[config.mk]
export PLATFORM = sky130hd
export DESIGN_NAME = hsync_timing_gen_flat
export DESIGN_NICKNAME = d
export VERILOG_FILES = /design/src/rtl/hsync_timing_gen_if.sv /design/src/rtl/hsync_timing_gen.sv /design/src/flat_wrapper.sv
export SDC_FILE = /design/constraint.sdc
export NUM_CORES = 1
export LEC_CHECK = 0
export CAP_MARGIN = 20
export CORE_UTILIZATION = 55
export DETAILED_ROUTE_END_ITERATION = 10
export PLACE_DENSITY = 0.79
export REMOVE_ABC_BUFFERS = 1
export SLEW_MARGIN = 20
export SYNTH_ARGS = -nofsm -noshare
export SYNTH_HDL_FRONTEND = slang
export SYNTH_SLANG_ARGS = --single-unit
[constraint.sdc]
create_clock -name clk -period 2.7 [get_ports clk]
set_input_delay 0.27 -clock clk [delete_from_list [all_inputs] [get_ports clk]]
set_output_delay 0.27 -clock clk [all_outputs]
set_load 0.005 [all_outputs]
[src/rtl/hsync_timing_gen_if.sv]
// Horizontal timing bundle between the line generator and its consumers.
// The consumer side drives enable; everything else flows generator -> consumer.
interface hsync_timing_gen_if #(
    parameter int HPIX_W = 7,
    parameter int HCNT_W = 10
);
    logic              enable;
    logic              hsync;
    logic [HPIX_W-1:0] hpixel;
    logic              display_time;
    logic [HCNT_W-1:0] hcount;
    logic              pixel_tick;
    logic              line_start;

    modport master (
        input  enable,
        output hsync, hpixel, display_time, hcount, pixel_tick, line_start
    );

    modport slave (
        output enable,
        input  hsync, hpixel, display_time, hcount, pixel_tick, line_start
    );
endinterface

[src/rtl/hsync_timing_gen.sv]
// Purpose: parametrised horizontal VGA timing (divider + ACTIVE/FRONT/SYNC/BACK FSM).
// Latency: timing outputs update one clk after pixel_tick; enable=0 freezes all state.
// Backpressure: none; enable is the only stall and it holds every output except the strobes.
module hsync_timing_gen #(
    parameter int CLK_DIV  = 4,
    parameter int H_ACTIVE = 640,
    parameter int H_FP     = 16,
    parameter int H_SYNC   = 96,
    parameter int H_BP     = 48,
    parameter int PIX_REP  = 5,
    parameter int HPIX_W   = 7,
    parameter int HCNT_W   = 10,
    parameter bit SYNC_POL = 1'b0
) (
    input  logic                clk,
    input  logic                reset,
    hsync_timing_gen_if.master  tm
);

    localparam int H_TOTAL = H_ACTIVE + H_FP + H_SYNC + H_BP;
    localparam int DIV_W   = (CLK_DIV > 1) ? $clog2(CLK_DIV) : 1;
    localparam int REP_W   = (PIX_REP > 1) ? $clog2(PIX_REP) : 1;
    localparam int SEG_MAX_AF = (H_ACTIVE > H_FP) ? H_ACTIVE : H_FP;
    localparam int SEG_MAX_SB = (H_SYNC > H_BP) ? H_SYNC : H_BP;
    localparam int SEG_MAX    = (SEG_MAX_AF > SEG_MAX_SB) ? SEG_MAX_AF : SEG_MAX_SB;
    localparam int SEG_W      = (SEG_MAX > 1) ? $clog2(SEG_MAX) : 1;

    localparam logic [DIV_W-1:0]  DIV_LAST  = DIV_W'(CLK_DIV - 1);
    localparam logic [REP_W-1:0]  REP_LAST  = REP_W'(PIX_REP - 1);
    localparam logic [HCNT_W-1:0] HC_LAST   = HCNT_W'(H_TOTAL - 1);
    localparam logic [SEG_W-1:0]  LAST_ACT  = SEG_W'(H_ACTIVE - 1);
    localparam logic [SEG_W-1:0]  LAST_FP   = SEG_W'(H_FP - 1);
    localparam logic [SEG_W-1:0]  LAST_SYNC = SEG_W'(H_SYNC - 1);
    localparam logic [SEG_W-1:0]  LAST_BP   = SEG_W'(H_BP - 1);
    localparam logic [HPIX_W-1:0] HPIX_MAX  = {HPIX_W{1'b1}};

    typedef enum logic [1:0] {
        ST_ACTIVE = 2'd0,
        ST_FRONT  = 2'd1,
        ST_SYNC   = 2'd2,
        ST_BACK   = 2'd3
    } state_t;

    state_t              state, state_nxt;
    logic [SEG_W-1:0]    seg_cnt, seg_nxt;
    logic [DIV_W-1:0]    div_cnt, div_wrap;
    logic [REP_W-1:0]    rep_cnt, rep_nxt;
    logic [HCNT_W-1:0]   hcount_r, hcount_nxt;
    logic [HPIX_W-1:0]   hpixel_r, hpixel_nxt;
    logic                pixel_tick_r;
    logic                line_start_r;
    logic                display_time_r;
    logic                hsync_r;
    logic                seg_last;
    logic                advance;

    assign advance  = tm.enable & pixel_tick_r;
    assign div_wrap = (div_cnt == DIV_LAST) ? '0 : div_cnt + DIV_W'(1);

    // A tick frozen by enable=0 leaves div_cnt parked on DIV_LAST with the
    // strobe cleared; re-raising the strobe there keeps that tick from being lost.
    always_ff @(posedge clk) begin
        if (reset) begin
            div_cnt      <= '0;
            pixel_tick_r <= 1'b0;
        end else if (!tm.enable) begin
            pixel_tick_r <= 1'b0;
        end else if ((div_cnt == DIV_LAST) && !pixel_tick_r) begin
            pixel_tick_r <= 1'b1;
        end else begin
            div_cnt      <= div_wrap;
            pixel_tick_r <= (div_wrap == DIV_LAST);
        end
    end

    always_ff @(posedge clk) begin
        if (reset) begin
            state   <= ST_BACK;
            seg_cnt <= LAST_BP;
        end else if (advance) begin
            state   <= state_nxt;
            seg_cnt <= seg_nxt;
        end
    end

    always_comb begin
        state_nxt  = state;
        seg_nxt    = seg_cnt + SEG_W'(1);
        seg_last   = 1'b0;
        rep_nxt    = '0;
        hpixel_nxt = '0;
        hcount_nxt = (hcount_r == HC_LAST) ? '0 : hcount_r + HCNT_W'(1);

        case (state)
            ST_ACTIVE: seg_last = (seg_cnt == LAST_ACT);
            ST_FRONT:  seg_last = (seg_cnt == LAST_FP);
            ST_SYNC:   seg_last = (seg_cnt == LAST_SYNC);
            default:   seg_last = (seg_cnt == LAST_BP);
        endcase

        if (seg_last) begin
            seg_nxt = '0;
            case (state)
                ST_ACTIVE: state_nxt = ST_FRONT;
                ST_FRONT:  state_nxt = ST_SYNC;
                ST_SYNC:   state_nxt = ST_BACK;
                default:   state_nxt = ST_ACTIVE;
            endcase
        end

        // Entering or leaving ACTIVE clears the replication state; only a
        // tick that stays inside ACTIVE advances it.
        if ((state == ST_ACTIVE) && (state_nxt == ST_ACTIVE)) begin
            if (rep_cnt == REP_LAST) begin
                rep_nxt    = '0;
                hpixel_nxt = (hpixel_r == HPIX_MAX) ? hpixel_r : hpixel_r + HPIX_W'(1);
            end else begin
                rep_nxt    = rep_cnt + REP_W'(1);
                hpixel_nxt = hpixel_r;
            end
        end
    end

    always_ff @(posedge clk) begin
        if (reset) begin
            hcount_r       <= HC_LAST;
            rep_cnt        <= '0;
            hpixel_r       <= '0;
            display_time_r <= 1'b0;
            hsync_r        <= ~SYNC_POL;
            line_start_r   <= 1'b0;
        end else if (advance) begin
            hcount_r       <= hcount_nxt;
            rep_cnt        <= rep_nxt;
            hpixel_r       <= hpixel_nxt;
            display_time_r <= (state_nxt == ST_ACTIVE);
            hsync_r        <= (state_nxt == ST_SYNC) ? SYNC_POL : ~SYNC_POL;
            line_start_r   <= (hcount_nxt == '0);
        end else begin
            line_start_r   <= 1'b0;
        end
    end

    assign tm.hsync        = hsync_r;
    assign tm.hpixel       = hpixel_r;
    assign tm.display_time = display_time_r;
    assign tm.hcount       = hcount_r;
    assign tm.pixel_tick   = pixel_tick_r;
    assign tm.line_start   = line_start_r;

endmodule

[src/flat_wrapper.sv]
// flat-port wrapper written by rule: the top's interface ports become plain ports
module hsync_timing_gen_flat 
#(
    parameter int CLK_DIV  = 4,
    parameter int H_ACTIVE = 640,
    parameter int H_FP     = 16,
    parameter int H_SYNC   = 96,
    parameter int H_BP     = 48,
    parameter int PIX_REP  = 5,
    parameter int HPIX_W   = 7,
    parameter int HCNT_W   = 10,
    parameter bit SYNC_POL = 1'b0
)
  (clk, reset, tm_enable, tm_hsync, tm_hpixel, tm_display_time, tm_hcount, tm_pixel_tick, tm_line_start);
  hsync_timing_gen_if #(.HPIX_W(HPIX_W), .HCNT_W(HCNT_W)) tm_i ();
  input  logic clk;
  input  logic reset;
  input wire logic [$bits(tm_i.enable)-1:0] tm_enable;
  output wire logic [$bits(tm_i.hsync)-1:0] tm_hsync;
  output wire logic [$bits(tm_i.hpixel)-1:0] tm_hpixel;
  output wire logic [$bits(tm_i.display_time)-1:0] tm_display_time;
  output wire logic [$bits(tm_i.hcount)-1:0] tm_hcount;
  output wire logic [$bits(tm_i.pixel_tick)-1:0] tm_pixel_tick;
  output wire logic [$bits(tm_i.line_start)-1:0] tm_line_start;
  assign tm_i.enable = tm_enable;
  assign tm_hsync = tm_i.hsync;
  assign tm_hpixel = tm_i.hpixel;
  assign tm_display_time = tm_i.display_time;
  assign tm_hcount = tm_i.hcount;
  assign tm_pixel_tick = tm_i.pixel_tick;
  assign tm_line_start = tm_i.line_start;
  hsync_timing_gen #(.CLK_DIV(CLK_DIV), .H_ACTIVE(H_ACTIVE), .H_FP(H_FP), .H_SYNC(H_SYNC), .H_BP(H_BP), .PIX_REP(PIX_REP), .HPIX_W(HPIX_W), .HCNT_W(HCNT_W), .SYNC_POL(SYNC_POL)) u_core (.clk(clk), .reset(reset), .tm(tm_i));
endmodule
==> impl_results.md <==
* DR pass1 iterations at 4
* WP data required at between 2 and 3 ns
* Core footprint at 3442 um^2
* Final wirelength at about 4.4 mm
* Fillcell total at 286
* Total placed cells including tap cells at about 310
* Endpoints failing setup at 0
* Cell-by-cell trace of the critical path: inv_1, ha_1, xnor2_1, nor4_2, a21boi_1, buf_4, nand4b_1, a31oi_1
* Setup bufs post-CTS at 0
* Commonest non-fill, non-tap cell in the layout: dfxtp_1
* Num CTS Buffers at 5
* GRT Util Overall at 0.2351
* Maximum VDD drop at 0.3435 mV
* P per Cell Area at about 460 nW/um^2
* Grt met3 use at 0.03832
* Tot Pwr at 1.096 mW
* IO buf count at 23
* Overflow after GRT at 0
* Met2 usage at 0.3832
* Hold Path Cell Cnt at 2
* Wire per inst at 13.90 um
* Most frequent cells in the layout: dfxtp_1, nand2_1, clkdlybuf4s50_1
* Slew Limit Fails at 0
* Root Driver: clkbuf_8
* Critical Path AT at 2.54 ns
* Clock Path Buffers at 2
* CP endpoint: u_core.tm.hpixel[2]
* Antenna violations before repair at 0
* Die ar. at 3934 um^2
* Number of diodes at 0
* Critical path class: register to register
* Hpwl dp at 3.017 mm
* Crit Reg-Reg Endpoint: u_core.tm.hpixel[2]
* Slew HR at 0.5396
* Via density at just under 6
* Crit path max-delay family: compound AO/OA/AOI/OAI gates
* Post-synth cell types at 44
* Final setup margin at between 0.3 and 0.4 ns
* Worst r2r path cells at 8
* Ys flop type: dfxtp_1
* Setup slack, reg-to-reg at roughly 0.37 ns
* Die Ht at 62.73 um
* Final Skew at 0.005810 ns
* Leak Pwr at 0.9025 nW
* Largest fanout on the critical path at 10
* Crit start category: register
* Post-CTS Resized at 0
* Worst reg2reg path startpoint: u_core.state[0]
* Site Rows at 21
* Horiz. Die Dim at 62.73 um
* DP Worst Slack at 0.4188 ns
* CP Depth at 8
* Worst setup EP type: register
* RSZ-0062 raised after global routing: false
* Area of the multi-input gates at 1171 um^2
* Syn Area/Cell at 8.278 um^2
* Synth area leaders: dfxtp_1, ha_1, nand2_1, xor2_1, a21oi_1
* Post-DRT Antenna Nets at 0
* Final Hold Viols at 0
* Vias in the first global route at approximately 1,600
* Worst slew pin tran at 0.6891 ns
* GPL Wtd Cong at 0.9838
* CTS Sinks at 38
* Fmax at 429.8 MHz
* Critical path origin: u_core.state[0]
* Area Overhead vs Synth at 17.64%
* Htree depth at 2
* Proportion of layout cells with a drive suffix above 1 at 0.05948
* Initial Util at 0.5892
* Cell Area, Synth at 2028 um^2
* Fin Setup TNS at 0 ns
* Reg area at 760.7 um^2
* Period Utilization, post-route at 0.8618
* Hold Buf Count CTS at 0
* Outcome: complete, no violations
* Detailed-route via count at ~1,900
* Max cap viols at 0
* Clock Pin Slew Worst Setup and Hold Paths at 0.08 ns
* Initial drt markers at approximately 150
* M1 GR Usage at 0.3064
* First-pass GRT wire length at approximately 7.3 mm
* Final core occ at 0.6932
* Yosys top cell area share at 0.3751
* # IOs at 24
* Bufs and invs on worst path at 2
* NumNets Final at 280
* Hold Path Class: register to register
* Synth Warn # at 0
* #FFs+latches synth at 38
* Mapped Cells at 245
* Post-synth ARST share at 0
* Critical path's largest stage delay at 0.57 ns
* Sequential fraction of the synthesis area at 0.3751
* Pin count of the biggest net entering global routing at 21
* Non-Filler Instances at 315
* CTS tree: yes
* GRT busiest layer: met2
* CP max stage cell: a21boi_1
* Clk Latency, worst-skew pair at about 0.30 ns
* Drc violations at 0
* Post-synth EDFFs at 0
* Final Critical Period at between 2 and 2.5 ns
* Cell accounting for the most synthesized area: dfxtp_1
-- logic make-up (layout without fill, tap and decap cells) --
group,after synthesis,after routing,share of synthesized area
buffers and inverters,21,45,0.04750
AOI/OAI and AO/OA,54,54,0.1746
xor gates and xnor gates,18,18,0.07773
adders and majority gates,9,9,0.05552
and+or+nand+nor,104,104,0.2646
muxes,1,1,0.004935
DFF,38,38,0.3751
-- how the worst min path moves through the flow --
| stage | end | from | slack, ns |
|---|---|---|---|
| 5_1_grt | u_core.tm.hsync | u_core.tm.hsync | 0.53 |
| 2_1_floorplan | u_core.rep_cnt[1] | reset | 0.34 |
| 6_report | u_core.tm.hsync | u_core.tm.hsync | 0.48 |
| 3_3_place_gp | u_core.tm.hsync | u_core.tm.hsync | 0.46 |
| 4_1_cts | u_core.tm.hsync | u_core.tm.hsync | 0.48 |
| 3_5_place_dp | u_core.tm.hsync | u_core.tm.hsync | 0.46 |
-- cells in the mapped netlist (2+ instances only) --
library cell   n
inv_1          8
nor3_1        11
and3_1         7
dfxtp_1       38
nor3b_1        2
nand3_1        9
and2_1         3
xnor2_1        8
clkbuf_1       8
a31oi_1        6
nor2b_1        2
nand3b_1       2
a221o_1        3
buf_2          2
nand2b_1       2
and4_1         2
a21oi_1       16
nand2_1       27
o21ai_0       12
a211o_1        2
buf_6          2
nand4b_1       3
a311oi_1       3
xor2_1        10
a211oi_1       2
nor2_1        20
nand4_1       10
ha_1           9
-- registers in the layout (all words and copies together) (netlist names) --
signal,count
u_core.tm.line_start,1
u_core.tm.pixel_tick,1
u_core.rep_cnt,3
u_core.tm.hcount,10
u_core.seg_cnt,10
u_core.tm.hpixel,7
u_core.state,2
u_core.tm.display_time,1
u_core.tm.hsync,1
u_core.div_cnt,2
-- worst min-delay path, cell delays in order (launching register included) --
cell and delay, ns:
dfxtp_1 0.34, a21oi_1 0.06, o21ai_0 0.06
-- report_power, final --
part	internal (mW)	switching (mW)	total, mW
Combinational	0.0442	0.0638	0.108
Clock	0.206	0.199	0.405
Sequential	0.571	0.0124	0.583
-- stage by stage --
step,hold WS (ns),instance area (um^2)
6_report,0.4785,2386
5_1_grt,0.5253,2386
4_1_cts,0.4816,2386
3_5_place_dp,0.4646,2295
3_3_place_gp,0.4563,2295
2_1_floorplan,0.3391,1962
-- layer usage --
metal	wire length, um	part of all wire
met5	0	0
met4	77	0.018
met3	140	0.032
met2	2038	0.47
met1	2123	0.48
-- final cells by class --
| cell class | instances | share of cell area |
|---|---|---|
| clock buffers | 7 | 0.03618 |
| well taps | 46 | 0.02412 |
| repair buffers | 29 | 0.1154 |
| clock inverters | 1 | 0.002098 |
| multi-input cells | 186 | 0.4908 |
| inverters | 8 | 0.01259 |
| flip-flops and latches | 38 | 0.3188 |
Power figures use the tool's default switching activity.
